### config.mk
export PLATFORM = sky130hd
export DESIGN_NAME = hyper_tape_port
export DESIGN_NICKNAME = d
export VERILOG_FILES = /design/src/rtl/hyper_tape_pkg.sv /design/src/rtl/hyper_tape_port_byte_fifo.sv /design/src/rtl/hyper_tape_port.sv
export SDC_FILE = /design/constraint.sdc
export NUM_CORES = 1
export LEC_CHECK = 0
export CAP_MARGIN = 10
export CORE_MARGIN = 8
export CORE_UTILIZATION = 35
export DETAILED_ROUTE_END_ITERATION = 12
export PLACE_DENSITY = 0.49
export REMOVE_ABC_BUFFERS = 1
export SETUP_SLACK_MARGIN = 0.1
export SLEW_MARGIN = 20
export SYNTH_ARGS = -nofsm -noshare
export SYNTH_HDL_FRONTEND = slang
export SYNTH_SLANG_ARGS = --single-unit
### constraint.sdc
create_clock -name clk -period 7.3 [get_ports clk]
set_input_delay 1.46 -clock clk [delete_from_list [all_inputs] [get_ports clk]]
set_output_delay 1.46 -clock clk [all_outputs]
set_load 0.05 [all_outputs]
### src/rtl/hyper_tape_pkg.sv
// Shared definitions for the HYPERLOAD/HYPERSAVE byte port: register map,
// status/control bit positions and the bus-handshake state encoding.
package hyper_tape_pkg;

  localparam logic [7:0] REG_DATA   = 8'd0;
  localparam logic [7:0] REG_STATUS = 8'd1;
  localparam logic [7:0] REG_CTRL   = 8'd2;

  localparam int ST_RXNE  = 0;
  localparam int ST_TXNF  = 1;
  localparam int ST_EOF   = 2;
  localparam int ST_UNDER = 3;
  localparam int ST_OVER  = 4;
  localparam int ST_OVR   = 7;

  localparam int CT_LOAD  = 0;
  localparam int CT_SAVE  = 1;
  localparam int CT_FLUSH = 2;

  typedef enum logic [1:0] {
    S_IDLE = 2'd0,
    S_ACT  = 2'd1,
    S_HOLD = 2'd2
  } bus_state_e;

endpackage

### src/rtl/hyper_tape_port_byte_fifo.sv
// First-word-fall-through byte FIFO; head is the oldest entry whenever not empty.
// Flush empties it and takes priority over a push or pop in the same cycle.
module byte_fifo #(
  parameter int DEPTH = 16
) (
  input  logic       clk,
  input  logic       reset,
  input  logic       push,
  input  logic       pop,
  input  logic       flush,
  input  logic [7:0] wdata,
  output logic [7:0] head,
  output logic       full,
  output logic       empty
);

  localparam int AW = $clog2(DEPTH);
  localparam logic [AW:0] CNT_FULL = (AW+1)'(DEPTH);

  logic [7:0]    r_mem [DEPTH];
  logic [AW-1:0] r_wr_ptr;
  logic [AW-1:0] r_rd_ptr;
  logic [AW:0]   r_count;
  logic          w_push;
  logic          w_pop;

  assign full   = (r_count == CNT_FULL);
  assign empty  = (r_count == '0);
  assign w_push = push & ~full & ~flush;
  assign w_pop  = pop & ~empty & ~flush;
  assign head   = r_mem[r_rd_ptr];

  always_ff @(posedge clk) begin
    if (w_push) r_mem[r_wr_ptr] <= wdata;
  end

  // Pointers wrap naturally because DEPTH is a power of two.
  always_ff @(posedge clk or posedge reset) begin
    if (reset) begin
      r_wr_ptr <= '0;
      r_rd_ptr <= '0;
      r_count  <= '0;
    end else if (flush) begin
      r_wr_ptr <= '0;
      r_rd_ptr <= '0;
      r_count  <= '0;
    end else begin
      if (w_push) r_wr_ptr <= r_wr_ptr + AW'(1);
      if (w_pop)  r_rd_ptr <= r_rd_ptr + AW'(1);
      case ({w_push, w_pop})
        2'b10:   r_count <= r_count + (AW+1)'(1);
        2'b01:   r_count <= r_count - (AW+1)'(1);
        default: r_count <= r_count;
      endcase
    end
  end

endmodule

### src/rtl/hyper_tape_port.sv
// Z80 I/O port moving whole bytes between the patched tape ROM routines and a host stream.
// Save path (TX FIFO, req_save, OVERRUN) is built only when HYPER_TAPE_SAVE_EN is defined.
module hyper_tape_port
  import hyper_tape_pkg::*;
#(
  parameter logic [7:0] PORT_BASE  = 8'hE0,
  parameter int         FIFO_DEPTH = 16
) (
  input  logic       clk,
  input  logic       reset,
  input  logic       override,
  input  logic [7:0] a,
  input  logic [7:0] d_in,
  output logic [7:0] d_out,
  output logic       d_oe,
  input  logic       iorq_n,
  input  logic       rd_n,
  input  logic       wr_n,
  input  logic [7:0] in_data,
  input  logic       in_valid,
  output logic       in_ready,
  input  logic       in_eof,
  output logic [7:0] out_data,
  output logic       out_valid,
  input  logic       out_ready,
  output logic       req_load,
  output logic       req_save
);

  logic [7:0] w_off;
  logic       w_hit, w_rd, w_wr, w_act, w_fire;
  logic       r_act_prev, r_rd_op, r_run;
  bus_state_e r_state, w_state_next;

  assign w_off  = a - PORT_BASE;
  assign w_hit  = override & ~iorq_n & (w_off < 8'd3);
  assign w_rd   = w_hit & ~rd_n;
  assign w_wr   = w_hit & ~wr_n & rd_n;
  assign w_act  = w_rd | w_wr;
  // One action per strobe: only the rising edge of the decoded access counts.
  assign w_fire = w_act & ~r_act_prev & (r_state == S_IDLE);

  always_ff @(posedge clk or posedge reset) begin
    if (reset) begin
      r_state    <= S_IDLE;
      r_act_prev <= 1'b0;
      r_rd_op    <= 1'b0;
      r_run      <= 1'b0;
    end else begin
      r_state    <= w_state_next;
      r_act_prev <= w_act;
      r_run      <= 1'b1;
      if (w_fire) r_rd_op <= w_rd;
    end
  end

  always_comb begin
    w_state_next = r_state;
    case (r_state)
      S_IDLE:  if (w_fire) w_state_next = S_ACT;
      S_ACT:   w_state_next = S_HOLD;
      S_HOLD:  if (iorq_n) w_state_next = S_IDLE;
      default: w_state_next = S_IDLE;
    endcase
  end

  assign d_oe = r_rd_op & (r_state != S_IDLE);

  logic w_data_rd, w_data_wr, w_ctrl_wr, w_load, w_flush;

  assign w_data_rd = w_fire & w_rd & (w_off == REG_DATA);
  assign w_data_wr = w_fire & w_wr & (w_off == REG_DATA);
  assign w_ctrl_wr = w_fire & w_wr & (w_off == REG_CTRL);
  assign w_load    = w_ctrl_wr & d_in[CT_LOAD];
  assign w_flush   = w_ctrl_wr & d_in[CT_FLUSH];

  logic       w_rx_push, w_rx_pop, w_rx_full, w_rx_empty;
  logic [7:0] w_rx_head;

  // r_run keeps the host from pushing while reset is still applied.
  assign in_ready  = override & r_run & ~w_rx_full;
  assign w_rx_push = in_valid & in_ready;
  assign w_rx_pop  = w_data_rd & ~w_rx_empty;

  byte_fifo #(.DEPTH(FIFO_DEPTH)) u_rx_fifo (
    .clk   (clk),
    .reset (reset),
    .push  (w_rx_push),
    .pop   (w_rx_pop),
    .flush (w_load | w_flush),
    .wdata (in_data),
    .head  (w_rx_head),
    .full  (w_rx_full),
    .empty (w_rx_empty)
  );

  logic w_txnf, w_over;

`ifdef HYPER_TAPE_SAVE_EN
  logic       w_tx_full, w_tx_empty, w_save;
  logic [7:0] w_tx_head;
  logic       r_over, r_req_save;

  assign w_save = w_ctrl_wr & d_in[CT_SAVE];

  byte_fifo #(.DEPTH(FIFO_DEPTH)) u_tx_fifo (
    .clk   (clk),
    .reset (reset),
    .push  (w_data_wr),
    .pop   (out_valid & out_ready),
    .flush (w_save | w_flush),
    .wdata (d_in),
    .head  (w_tx_head),
    .full  (w_tx_full),
    .empty (w_tx_empty)
  );

  always_ff @(posedge clk or posedge reset) begin
    if (reset) begin
      r_over     <= 1'b0;
      r_req_save <= 1'b0;
    end else begin
      r_req_save <= w_save;
      if (w_save) r_over <= 1'b0;
      else if (w_data_wr & w_tx_full) r_over <= 1'b1;
    end
  end

  assign out_valid = ~w_tx_empty;
  assign out_data  = w_tx_empty ? 8'h00 : w_tx_head;
  assign req_save  = r_req_save;
  assign w_txnf    = ~w_tx_full;
  assign w_over    = r_over;
`else
  logic w_unused;

  assign w_unused  = &{1'b0, out_ready, d_in[7:3], d_in[1], w_data_wr};
  assign out_valid = 1'b0;
  assign out_data  = 8'h00;
  assign req_save  = 1'b0;
  assign w_txnf    = 1'b0;
  assign w_over    = 1'b0;
`endif

  logic [7:0] w_status;
  logic [7:0] r_dout;
  logic       r_eof, r_under, r_req_load;

  always_comb begin
    w_status           = 8'h00;
    w_status[ST_RXNE]  = ~w_rx_empty;
    w_status[ST_TXNF]  = w_txnf;
    w_status[ST_EOF]   = r_eof & w_rx_empty;
    w_status[ST_UNDER] = r_under;
    w_status[ST_OVER]  = w_over;
    w_status[ST_OVR]   = override;
  end

  always_ff @(posedge clk or posedge reset) begin
    if (reset) begin
      r_dout     <= 8'h00;
      r_eof      <= 1'b0;
      r_under    <= 1'b0;
      r_req_load <= 1'b0;
    end else begin
      r_req_load <= w_load;
      if (w_load) r_eof <= 1'b0;
      else if (in_eof) r_eof <= 1'b1;
      if (w_load) r_under <= 1'b0;
      else if (w_data_rd & w_rx_empty) r_under <= 1'b1;
      if (w_fire & w_rd) begin
        case (w_off)
          REG_DATA:   r_dout <= w_rx_empty ? 8'hFF : w_rx_head;
          REG_STATUS: r_dout <= w_status;
          default:    r_dout <= 8'h00;
        endcase
      end
    end
  end

  assign d_out    = r_dout;
  assign req_load = r_req_load;

endmodule

# Word-level counts from Yosys, hierarchy flattened
# Memories as Yosys holds them, arrays and structs flattened.
# Index checks and enable logic that the tools add are counted.
[classes]
n_eq_ne = 9
n_addsub = 5
bitwise_logic = 33
reduce_logical = 10
mux = 17
order_cmp = 1
[ops]
columns = ["cell", "count"]
rows = [
  ["$and 1x1->1", 24],
  ["$mux 4", 4],
  ["$pmux 8 s2", 1],
  ["$pmux 5 s2", 1],
  ["$reduce_bool 2->1", 5],
  ["$add 4x1->4 const B", 2],
  ["$eq 8x1->1 const B", 1],
  ["$eq 8x2->1 const B", 1],
  ["$logic_not 8->1", 1],
  ["$lt 8x2->1 const B", 1],
  ["$mux 8", 1],
  ["$sub 8x8->8 const B", 1],
  ["$not 1->1", 7],
  ["$mux 1", 6],
  ["$pmux 2 s3", 1],
  ["$add 5x1->5 const B", 1],
  ["$eq 5x5->1 const B", 1],
  ["$logic_not 5->1", 1],
  ["$mux 5", 1],
  ["$sub 5x1->5 const B", 1],
  ["$eq 2x1->1 const B", 2],
  ["$eq 2x2->1 const B", 2],
  ["$mux 2", 2],
  ["$ne 2x2->1 const B", 2],
  ["other kinds (4)", 5],
]
[word_totals]
ff_bits = 29
ramBits = 128
n_memories = 1
elab_cells = 87
[memory_table]
columns = ["name", "depth", "width", "rd", "rd_clocked_by_memory_dff", "write_ports", "line_no", "text"]
rows = [
  ["u_rx_fifo.r_mem", 16, 8, 1, 0, 1, "hyper_tape_port_byte_fifo.sv:20", "logic [7:0] r_mem [DEPTH];"],
]

# Depth between registers and ports, before layout
# Gate-level depths: netlist (run 1).
[logic_depth]
ltp_word = 17
ltp_mapped = 15
ltp_nobuf = 14

# Hierarchy
# Synthesis (run 1) repeated with hierarchy kept, for this count alone.
[unflattened]
hier_cells = 395
area_unflattened_um2 = 6831.6
[modules_own_cells]
columns = ["module", "cells_per_inst", "area_per_inst_um2", "seq_area_each_um2", "n_inst"]
rows = [
  ["byte_fifo", 299, 5923.2, 4169.0, 1],
  ["hyper_tape_port", 96, 908.4, 400.4, 1],
]

# Worst setup path before layout (run 1)
# OpenSTA, ideal clock, no wires.
[synth_path]
path_type = "input to register"
start = "in a[5]"
end = "reg u_rx_fifo.r_count[4]"
slack_ns = 2.517
cell_stages = 15
t_arrival_ns = 4.699
setup_time_ns = 0.084
path_cell_list = "ha_1 > or4b_4 > nor3_2 > and3_1 > nor2_1 > inv_1 > buf_4 > ha_1 > inv_1 > fa_1 > nor2b_1 > o21ai_0 > and3_1 > or4_1 > a21boi_0"
[synth_between]
elab_chain_len = 17
[synth_lines]
columns = ["item", "line_no", "text"]
rows = [
  ["start, declared", "hyper_tape_port.sv:12", "input logic [7:0] a,"],
  ["$sub 8x8->8 *", "hyper_tape_port.sv:35", "assign w_off = a - PORT_BASE;"],
  ["$lt 8x2->1", "hyper_tape_port.sv:36", "assign w_hit = override & ~iorq_n & (w_off < 8'd3);"],
  ["$and 1x1->1", "hyper_tape_port.sv:36", ""],
  ["$and 1x1->1 (2 in a row)", "hyper_tape_port.sv:38", "assign w_wr = w_hit & ~wr_n & rd_n;"],
  ["$or 1x1->1", "hyper_tape_port.sv:39", "assign w_act = w_rd | w_wr;"],
  ["$and 1x1->1 (2 in a row)", "hyper_tape_port.sv:41", "assign w_fire = w_act & ~r_act_prev & (r_state == S_IDLE);"],
  ["$and 1x1->1 (2 in a row)", "hyper_tape_port.sv:73", "assign w_ctrl_wr = w_fire & w_wr & (w_off == REG_CTRL);"],
  ["$and 1x1->1 (on tied branches)", "hyper_tape_port.sv:74, hyper_tape_port.sv:75", ""],
  ["$or 1x1->1", "hyper_tape_port.sv:90", ".flush (w_load | w_flush),"],
  ["$not 1->1", "hyper_tape_port_byte_fifo.sv:29, hyper_tape_port_byte_fifo.sv:30", ""],
  ["$and 1x1->1 (on tied branches)", "hyper_tape_port_byte_fifo.sv:30, hyper_tape_port_byte_fifo.sv:29", ""],
  ["$eq 2x1->1 or $eq 2x2->1 (tied branches)", "hyper_tape_port_byte_fifo.sv:50", "case ({w_push, w_pop})"],
  ["$pmux 5 s2", "hyper_tape_port_byte_fifo.sv:50", ""],
  ["$mux 5", "hyper_tape_port_byte_fifo.sv:43", "end else if (flush) begin"],
  ["end signal, assigned", "hyper_tape_port_byte_fifo.sv:51", "2'b10: r_count <= r_count + (AW+1)'(1);"],
  ["end signal, assigned", "hyper_tape_port_byte_fifo.sv:52", "2'b01: r_count <= r_count - (AW+1)'(1);"],
  ["end signal, assigned", "hyper_tape_port_byte_fifo.sv:53", "default: r_count <= r_count;"],
  ["end, declared", "hyper_tape_port_byte_fifo.sv:23", "logic [AW:0] r_count;"],
]
# Every way passes the cells marked *; elsewhere a longest branch is shown, timed or not.
# A chain may end at the register's enable or synchronous reset.

# Final worst setup path (run 1)
# Same ends and word-level chain as after synthesis.

==> metrics.txt, run 1 <==
IO buf count=36; DR iter-0 viols=224; final core utilization=0.4258; Starting Density=0.3581; Worst path max stage delay=0.53 ns; number of gates resized after CTS=0; f_max=0.1775 GHz; routed length per instance=20.64 um; Cell Rows=50; count of cell types in the netlist=54; post-DP HPWL=10040 um; placeable core area=18830 um2; Crit. End Element=flip-flop; final hold violation count=0; Post-CTS Hold Buffers=0; Slew @ Worst Pin=about 1.1 ns; outcome=complete, no violations; Clock Skews=0.006321 ns; GRT Overall Usage=0.1350; vias in the first global route=4009; Syn Area/Cell=15.61 um2; Synth Instances=432; most common cell after layout, fill and taps aside=edfxtp_1; # setup viols final=0; Synth Register Bits=approximately 160; postcts setup bufs=0; fill count=1684; Post-synth EDFFs=128; crit start category=primary input; leading area contributor after synthesis=edfxtp_1; clk_lat worst skew=0.42 ns; setup TNS=0 ns; largest net degree at the start of global routing=42; clock net sink count=157; Die Ht=154.8 um; largest vdd supply drop=0.1588 mV; DIE AREA=23960 um2; Worst slew margin=0.2662; crit path max fanout=13; io pins=54; CP arrival=roughly 6.0 ns; type of the worst setup path=in -> reg; H-tree depth=4; register area share after synthesis=0.6777; Max Cap Violations=0; ys async rst share=0.1847; synthesis-to-finish area growth=18.93%; Antenna diodes=0; flop-to-flop setup slack=about 3.4 ns; RSZ-0062 raised after global routing=no; CTS Root Buffer Type=clkbuf_16; Clock transition at path regs=0.06 ns; Leak Pwr=about 2.7 nW; Mapped Area=a little under 7000 um2; grt ovf=0; routability cong.=0.7459; Synth top area share=0.5701; vias per inst=5.016; DR pass1 iterations=4; antenna violations before repair=0; WHS Endpoint=d_out[4]; Synth Warn #=0; worst flop-to-flop path startpoint=u_rx_fifo.r_count[3]; Die X=154.8 um; worst-path cell chain=clkdlybuf4s50_1 > ha_1 > or4b_4 > nor3_2 > and3_1 > buf_4 > nor2_1 > inv_1 > ha_1 > inv_1 > fa_1 > nor2b_1 > o21ai_0 > and3_1 > or4_1 > a21boi_0; Reg2Reg Depth=13; Residual DRC=0; PD cells=270.6 nW/um2; hold depth=2; Synth Flop Type=edfxtp_1; Detail Route Antenna Nets=0; r2r endpoint=u_rx_fifo.r_count[4]; Hold WC Path Type=reg -> reg; commonest cells after routing, fill and taps aside=edfxtp_1 (128), clkdlybuf4s50_1 (36), dfrtp_1 (28); clk buf depth=2; nets=517; CP required=7.64 ns; fin crit share=0.7717; Hold Path Origin=d_out[4]; max-slew violations=0; largest cells by area after synthesis=edfxtp_1 (57%), dfrtp_1 (11%), mux4_2 (7.0%); layout cells sized above 1=0.1749; first-pass GRT wire length=around 24000 um; Final Critical Period=5.633 ns; CTS tree=done; Slowest-stage cell, CP=or4b_4; routed vias=3742; WL final=around 15000 um; TritonCTS Buffers=17
[per-layer routing]
layer	part of all wire	global-route usage	vias to the layer above
met5	0	0	-
met1	0.44	0.1676	1888
met4	0.027	0.06346	0
met2	0.47	0.2138	80
met3	0.059	0.03929	29
li1	-	-	1745
[registers in the layout (all words and copies together) (netlist names)]
register	count
u_rx_fifo.r_mem	128
d_out	8
u_rx_fifo.r_count	5
u_rx_fifo.r_rd_ptr	4
u_rx_fifo.r_wr_ptr	4
r_state	2
r_act_prev	1
r_eof	1
r_rd_op	1
r_run	1
r_under	1
req_load	1
[through the flow]
step                      cell area [um2]  setup WS (ns)  power, mW  std cells  hold slack (ns)
after global routing                 8019          1.456      2.256        746           0.5203
after global placement               7406          1.347      1.302        714           0.4705
after detailed placement             7406          1.260      1.309        714           0.4837
after floorplan                      6606          2.263      1.210        409           0.4553
after CTS                            8016          1.693      2.194        746           0.4972
final                                8019          1.667      2.170        746           0.4931
[cell usage after synthesis, types with 3 or more instances]
cell,number
edfxtp_1,128
dfrtp_1,29
mux2i_1,22
nor2_1,22
mux4_2,21
a21oi_1,18
nand2_1,14
nand3_1,14
o21ai_0,14
buf_4,11
clkbuf_1,11
inv_1,11
ha_1,10
buf_2,7
nor2b_1,7
nor3_1,7
a22oi_1,6
mux2_2,5
nand2b_1,5
a21o_1,4
a221oi_1,4
and4b_1,4
nor4b_1,4
or3_1,4
xor2_1,4
and3_1,3
buf_1,3
nor4_1,3
o211ai_1,3
[cell families (layout without fill, tap and decap cells)]
family	Yosys count	after routing	synth area share
buffers and inverters	43	88	0.03136
and+or+nand+nor	101	101	0.08796
other	2	11	0.001114
muxes	48	48	0.1112
AOI/OAI and AO/OA	64	64	0.06142
adders and majority gates	11	11	0.02153
DFF	157	157	0.6777
xor gates and xnor gates	6	6	0.007794
[worst max-delay path: cells and delay by family]
family	cells	cell delay, ns
simple gates	7	2.03
buf+inv	4	1.15
fa+ha+maj	3	1.02
compound gates	2	0.30
[final cells by class]
class | instances | area [um2] | area share
tap | 260 | 325.3 | 0.04057
sequential | 157 | 4571 | 0.5700
multi-input combinational | 241 | 2043 | 0.2548
timing repair buffer | 45 | 427.9 | 0.05336
clock buffer | 23 | 541.8 | 0.06756
clock inverter | 9 | 68.82 | 0.008582
inverter | 11 | 41.29 | 0.005149
[power breakdown]
part | internal (mW) | leakage [nW] | total (mW) | switching [mW]
Sequential | 1.01 | 1.53 | 1.06 | 0.0482
Clock | 0.526 | 0.298 | 0.881 | 0.355
Combinational | 0.0880 | 0.889 | 0.230 | 0.142
[worst max path at each step]
stage / end / cells past startpoint / from / slack [ns]
after global routing: u_rx_fifo.r_count[4] / 16 / a[5] / 1.46
final: u_rx_fifo.r_count[4] / 16 / a[5] / 1.67
after detailed placement: u_rx_fifo.r_count[4] / 16 / a[5] / 1.26
after floorplan: u_rx_fifo.r_count[4] / 14 / a[5] / 2.26
after CTS: u_rx_fifo.r_count[4] / 16 / a[5] / 1.69
after global placement: u_rx_fifo.r_count[4] / 16 / a[5] / 1.35
No activity file was read; power rests on OpenSTA's default activity.
==> inputs of run 2 (changes only) <==
- clock period: 7.3 -> 5.7 ns (I/O delays scaled with it)
==> metrics.txt, run 2 (synthesis results as in run 1) <==
outcome=complete, no violations; Reg2Reg Depth=10 (-3); Slew @ Worst Pin=1.025 ns (-0.07170 ns); crit path max fanout=7 (-6); Die X=154.8 um (unchanged); fin crit share=0.8398; vias per inst=4.991 (-0.51%); Biggest register=u_rx_fifo.r_mem; placed cell areas=7416 um2 (+0.14%); Starting Density=0.3581 (unchanged); io pins=54 (unchanged); post-place setup slack=0.4987 ns (-0.7610 ns); fill count=1712 (+1.7%); nets=521 (+0.77%); commonest cells after routing, fill and taps aside=edfxtp_1 (128), clkdlybuf4s50_1 (36), dfrtp_1 (28); antenna violations before repair=0 (unchanged); Worst slew margin=0.3142 (+0.04798); met3 WL=620 um (-31%); routed vias=3743 (+0.027%); CTS Root Buffer Type=clkbuf_16; Post-CTS Hold Buffers=0 (unchanged); Hold Path Origin=d_out[6]; max reg flops=128 (unchanged); Final Critical Period=about 4.8 ns; placeable core area=18830 um2 (unchanged); layout cells sized above 1=0.1653 (-0.009591); met1 wire length=6996 um (+3.3%); Detail Route Antenna Nets=0 (unchanged); clk_lat worst skew=0.42 ns (about the same); r2r endpoint=u_rx_fifo.r_count[4]; setup TNS=0 ns (unchanged); flop-to-flop setup slack=1.97 ns (-1.45 ns); CP required=6.03 ns (-1.61 ns); hold depth=1 (-1); DR pass1 iterations=5 (+1); Hold WC Path Type=reg -> reg; Residual DRC=0 (unchanged); Clock Skews=0.006528 ns (+0.0002072 ns); Cell Rows=50 (unchanged); worst flop-to-flop path startpoint=u_rx_fifo.r_count[3]; TritonCTS Buffers=17 (unchanged); Crit. End Element=flip-flop; WL final=15160 um (-1.6%); Leak Pwr=2.727 nW (+0.42%); setup ws final=0.9133 ns (-0.7536 ns); WHS Endpoint=d_out[6]; Worst Setup SP=a[5]; post-DP HPWL=10010 um (-0.36%); routability cong.=0.7555 (+1.3%); Total Power=2.807 mW (+29%); Design Area, Final=8015 um2 (about the same); IO buf count=36 (unchanged); vias in the first global route=3789 (-5.5%); PD cells=350.2 nW/um2 (+29%); DIE AREA=23960 um2 (unchanged); # setup viols final=0 (unchanged); CP arrival=5.12 ns (-0.85 ns); postcts setup bufs=0 (unchanged); f_max=0.2089 GHz; first-pass GRT wire length=23280 um (-2.1%); largest net degree at the start of global routing=30 (-29%); final hold violation count=0 (unchanged); synthesis-to-finish area growth=18.87% (about the same); clock net sink count=157 (unchanged); number of gates resized after CTS=0 (unchanged); Die Ht=154.8 um (unchanged); Clock transition at path regs=0.06 ns (about the same); DR iter-0 viols=190 (-15%); max-slew violations=0 (unchanged); GRT Overall Usage=0.1328 (-0.002214); H-tree depth=4 (unchanged); type of the worst setup path=in -> reg; uppermost layer routed=met4; met2 wire length=7273 um (-0.49%); routed length per instance=20.21 um (-2.1%); grt ovf=0 (unchanged); most common cell after layout, fill and taps aside=edfxtp_1; Antenna diodes=0 (unchanged); clk buf depth=2 (unchanged); RSZ-0062 raised after global routing=no; crit start category=primary input; CTS tree=done; Max Cap Violations=0 (unchanged); largest vdd supply drop=0.2147 mV (+35%)
[run 2: per-layer routing]
metal	track usage	vias to the layer above
met5	0	-
li1	-	1748
met4	0.05786	0
met3	0.02981	18
met1	0.1762	1900
met2	0.2053	77
[run 2: area by class of cell]
class	instances	area, um2	share of cell area
clock buffer	20	436.7	0.05448
multi-input combinational	241	2021	0.2521
sequential	157	4571	0.5702
inverter	11	41.29	0.005151
tap	260	325.3	0.04059
clock inverter	12	162.7	0.02029
timing repair buffer	49	457.9	0.05713
[run 2: where the power goes]
part,switching (mW),internal [mW],total (mW)
registers,0.0628,1.29,1.36
logic,0.184,0.114,0.299
clock network,0.457,0.695,1.15
[run 2: worst max path at each step]
stage	end	slack (ns)	cells after the start
floorplan	u_rx_fifo.r_count[4]	0.98	14
global route	u_rx_fifo.r_count[4]	0.68	15
CTS	u_rx_fifo.r_count[4]	0.91	15
finish	u_rx_fifo.r_count[4]	0.91	15
global placement	u_rx_fifo.r_count[4]	0.66	15
detailed placement	u_rx_fifo.r_count[4]	0.50	15
[run 2: worst max-delay path, cell delays in order]
cell	delay, ns
clkdlybuf4s50_1	0.43
ha_1	0.30
or4b_4	0.53
nor3_2	0.40
and3_1	0.30
nor2_1	0.11
inv_1	0.09
ha_1	0.23
inv_1	0.10
fa_1	0.39
nor2b_1	0.16
o21ai_0	0.12
and3_1	0.21
or4_1	0.40
a21boi_0	0.20
[run 2: metrics by stage]
step | cells | hold WS, ns | utilization
2_1_floorplan | 409 | 0.4553 | -
3_3_place_gp | 718 | 0.4652 | 0.3938
3_5_place_dp | 718 | 0.4702 | 0.3938
4_1_cts | 750 | 0.4837 | 0.4256
5_1_grt | 750 | 0.4992 | 0.4256
6_report | 750 | 0.4796 | 0.4256
==> inputs of run 3 (changes only) <==
- PLACE_DENSITY: 0.49 -> 0.5
- clock period: 5.7 -> 3.85 ns (I/O delays scaled with it)
==> metrics.txt, run 3 (synthesis results as in run 1) <==
outcome=complete, no violations; first-pass GRT wire length=24280 um (+4.3%); # setup viols final=0 (unchanged); io pins=54 (unchanged); fill count=1688 (-1.4%); Clock transition at path regs=0.06 ns (about the same); DR pass1 iterations=4 (-1); DIE AREA=23960 um2 (unchanged); placed cell areas=7604 um2 (+2.5%); Crit path max-delay family=simple AND/OR/NAND/NOR gates; met3 WL=739 um (+19%); Design Area, Final=8205 um2 (+2.4%); routed vias=3895 (+4.1%); DR iter-0 viols=307 (+62%); Die Ht=154.8 um (unchanged); TritonCTS Buffers=17 (unchanged); clock net sink count=157 (unchanged); CTS Root Buffer Type=clkbuf_16; Final Critical Period=roughly 3.6 ns; type of the worst setup path=in -> reg; Hold WC Path Type=reg -> reg; Max Cap Violations=0 (unchanged); f_max=0.2790 GHz; CP required=4.19 ns (-1.84 ns); routability cong.=0.7473 (-1.1%); Die X=154.8 um (unchanged); register area=4571 um2 (unchanged); CP arrival=3.93 ns (-1.19 ns); CP Buf/Inv Count=3 (unchanged); clk_lat worst skew=0.42 ns (about the same); clk buf depth=2 (unchanged); Antenna diodes=0 (unchanged); max-slew violations=0 (unchanged); commonest cells after routing, fill and taps aside=edfxtp_1 (128), buf_4 (41), clkdlybuf4s50_1 (32); final hold violation count=0 (unchanged); WL final=15690 um (+3.5%); antenna violations before repair=0 (unchanged); Clock Skews=0.01054 ns (+0.004017 ns); Starting Density=0.3581 (unchanged); Crit. End Element=flip-flop; Cell Rows=50 (unchanged); max reg flops=128 (unchanged); multi-input logic area=2052 um2 (+1.5%); uppermost layer routed=met4; Leak Pwr=2.880 nW (+5.6%); worst-path cell chain=dlymetal6s2s_1 > ha_1 > or4b_4 > nor3_4 > buf_4 > nand4bb_1 > nor2_1 > ha_2 > inv_2 > fa_2 > nor2b_4 > o21ai_2 > and3_4 > or4_1 > a21boi_1; vias in the first global route=4115 (+8.6%); routed length per instance=20.19 um (about the same); post-DP HPWL=10460 um (+4.6%); Detail Route Antenna Nets=0 (unchanged); crit start category=primary input; largest vdd supply drop=0.2819 mV (+31%); vias per inst=5.013 (+0.44%); placeable core area=18830 um2 (unchanged); met1 wire length=6945 um (-0.73%); Slew @ Worst Pin=1.033 ns (+0.007666 ns); layout cells sized above 1=0.2224 (+0.05713); Slowest-stage cell, CP=or4b_4; synthesis-to-finish area growth=21.69%; Residual DRC=0 (unchanged); largest net degree at the start of global routing=30 (unchanged); CTS tree=done; IO buf count=36 (unchanged); grt ovf=0 (unchanged); PD cells=497.0 nW/um2 (+42%); nets=549 (+5.4%); Biggest register=u_rx_fifo.r_mem; H-tree depth=4 (unchanged); Worst slew margin=0.3116 (-0.002587); most common cell after layout, fill and taps aside=edfxtp_1; GRT Overall Usage=0.1365 (+0.003706); RSZ-0062 raised after global routing=no; crit path max fanout=2 (-5); Worst path max stage delay=0.52 ns (about the same); setup TNS=0 ns (unchanged); met2 wire length=7877 um (+8.3%); fin crit share=0.9309
run 3: cell types whose count changed in the layout (fill, tap and decap cells not counted), moves of 2 or more:
cell             change
inv_6                +2
clkinv_1             +2
buf_4               +28
clkbuf_1             -2
clkdlybuf4s50_1      -4
bufinv_16            -2
dlymetal6s2s_1       +3
run 3: metal layers:
layer,GRT usage,vias to the layer above
met4,0.03220,0
li1,-,1805
met5,0,-
met1,0.1708,2003
met2,0.2317,78
met3,0.03594,9
run 3: path summary, 6_finish.rpt:
path / from / endpoint / slack (ns) / cells after the start
max in group asynchronous: reset / u_rx_fifo.r_rd_ptr[2] / 2.81 / 3
max reg2reg: u_rx_fifo.r_count[1] / u_rx_fifo.r_count[4] / 0.72 / 13
max: a[6] / u_rx_fifo.r_count[4] / 0.27 / 15
min: d_out[1] / d_out[1] / 0.49 / 1
min in group asynchronous: reset / r_run / 0.73 / 3
min reg2reg: d_out[1] / d_out[1] / 0.49 / 1
run 3: power breakdown:
part / leakage [nW] / internal, mW / switching [mW] / total [mW]
clock network: 0.266 / 0.889 / 0.676 / 1.57
registers: 1.53 / 1.92 / 0.0946 / 2.01
logic: 1.09 / 0.211 / 0.291 / 0.502
run 3: what timing repair did:
action                     4_1_cts  5_1_grt
resized for setup                8        9
setup endpoints to repair        1        1
pin swaps                        5       10
buffers inserted                 2        1
hold buffers                     0        0
run 3: cell type report:
class / instances / share of cell area
clock buffer: 18 / 0.05230
sequential: 157 / 0.5570
timing repair buffer: 77 / 0.08173
clock inverter: 13 / 0.01418
inverter: 11 / 0.005032
tap: 260 / 0.03965
multi-input combinational: 241 / 0.2501
run 3: through the flow:
step	hold slack [ns]	instances	util	total power, mW	setup slack, ns
after CTS	0.5016	776	0.4344	4.102	0.1524
after detailed placement	0.4848	743	0.4038	2.531	-0.5383
final	0.4900	777	0.4357	4.078	0.2661
after global routing	0.5038	777	0.4357	4.244	0.1023
after floorplan	0.4553	409	-	2.294	-0.4971
after global placement	0.4819	743	0.4038	2.519	-0.3656
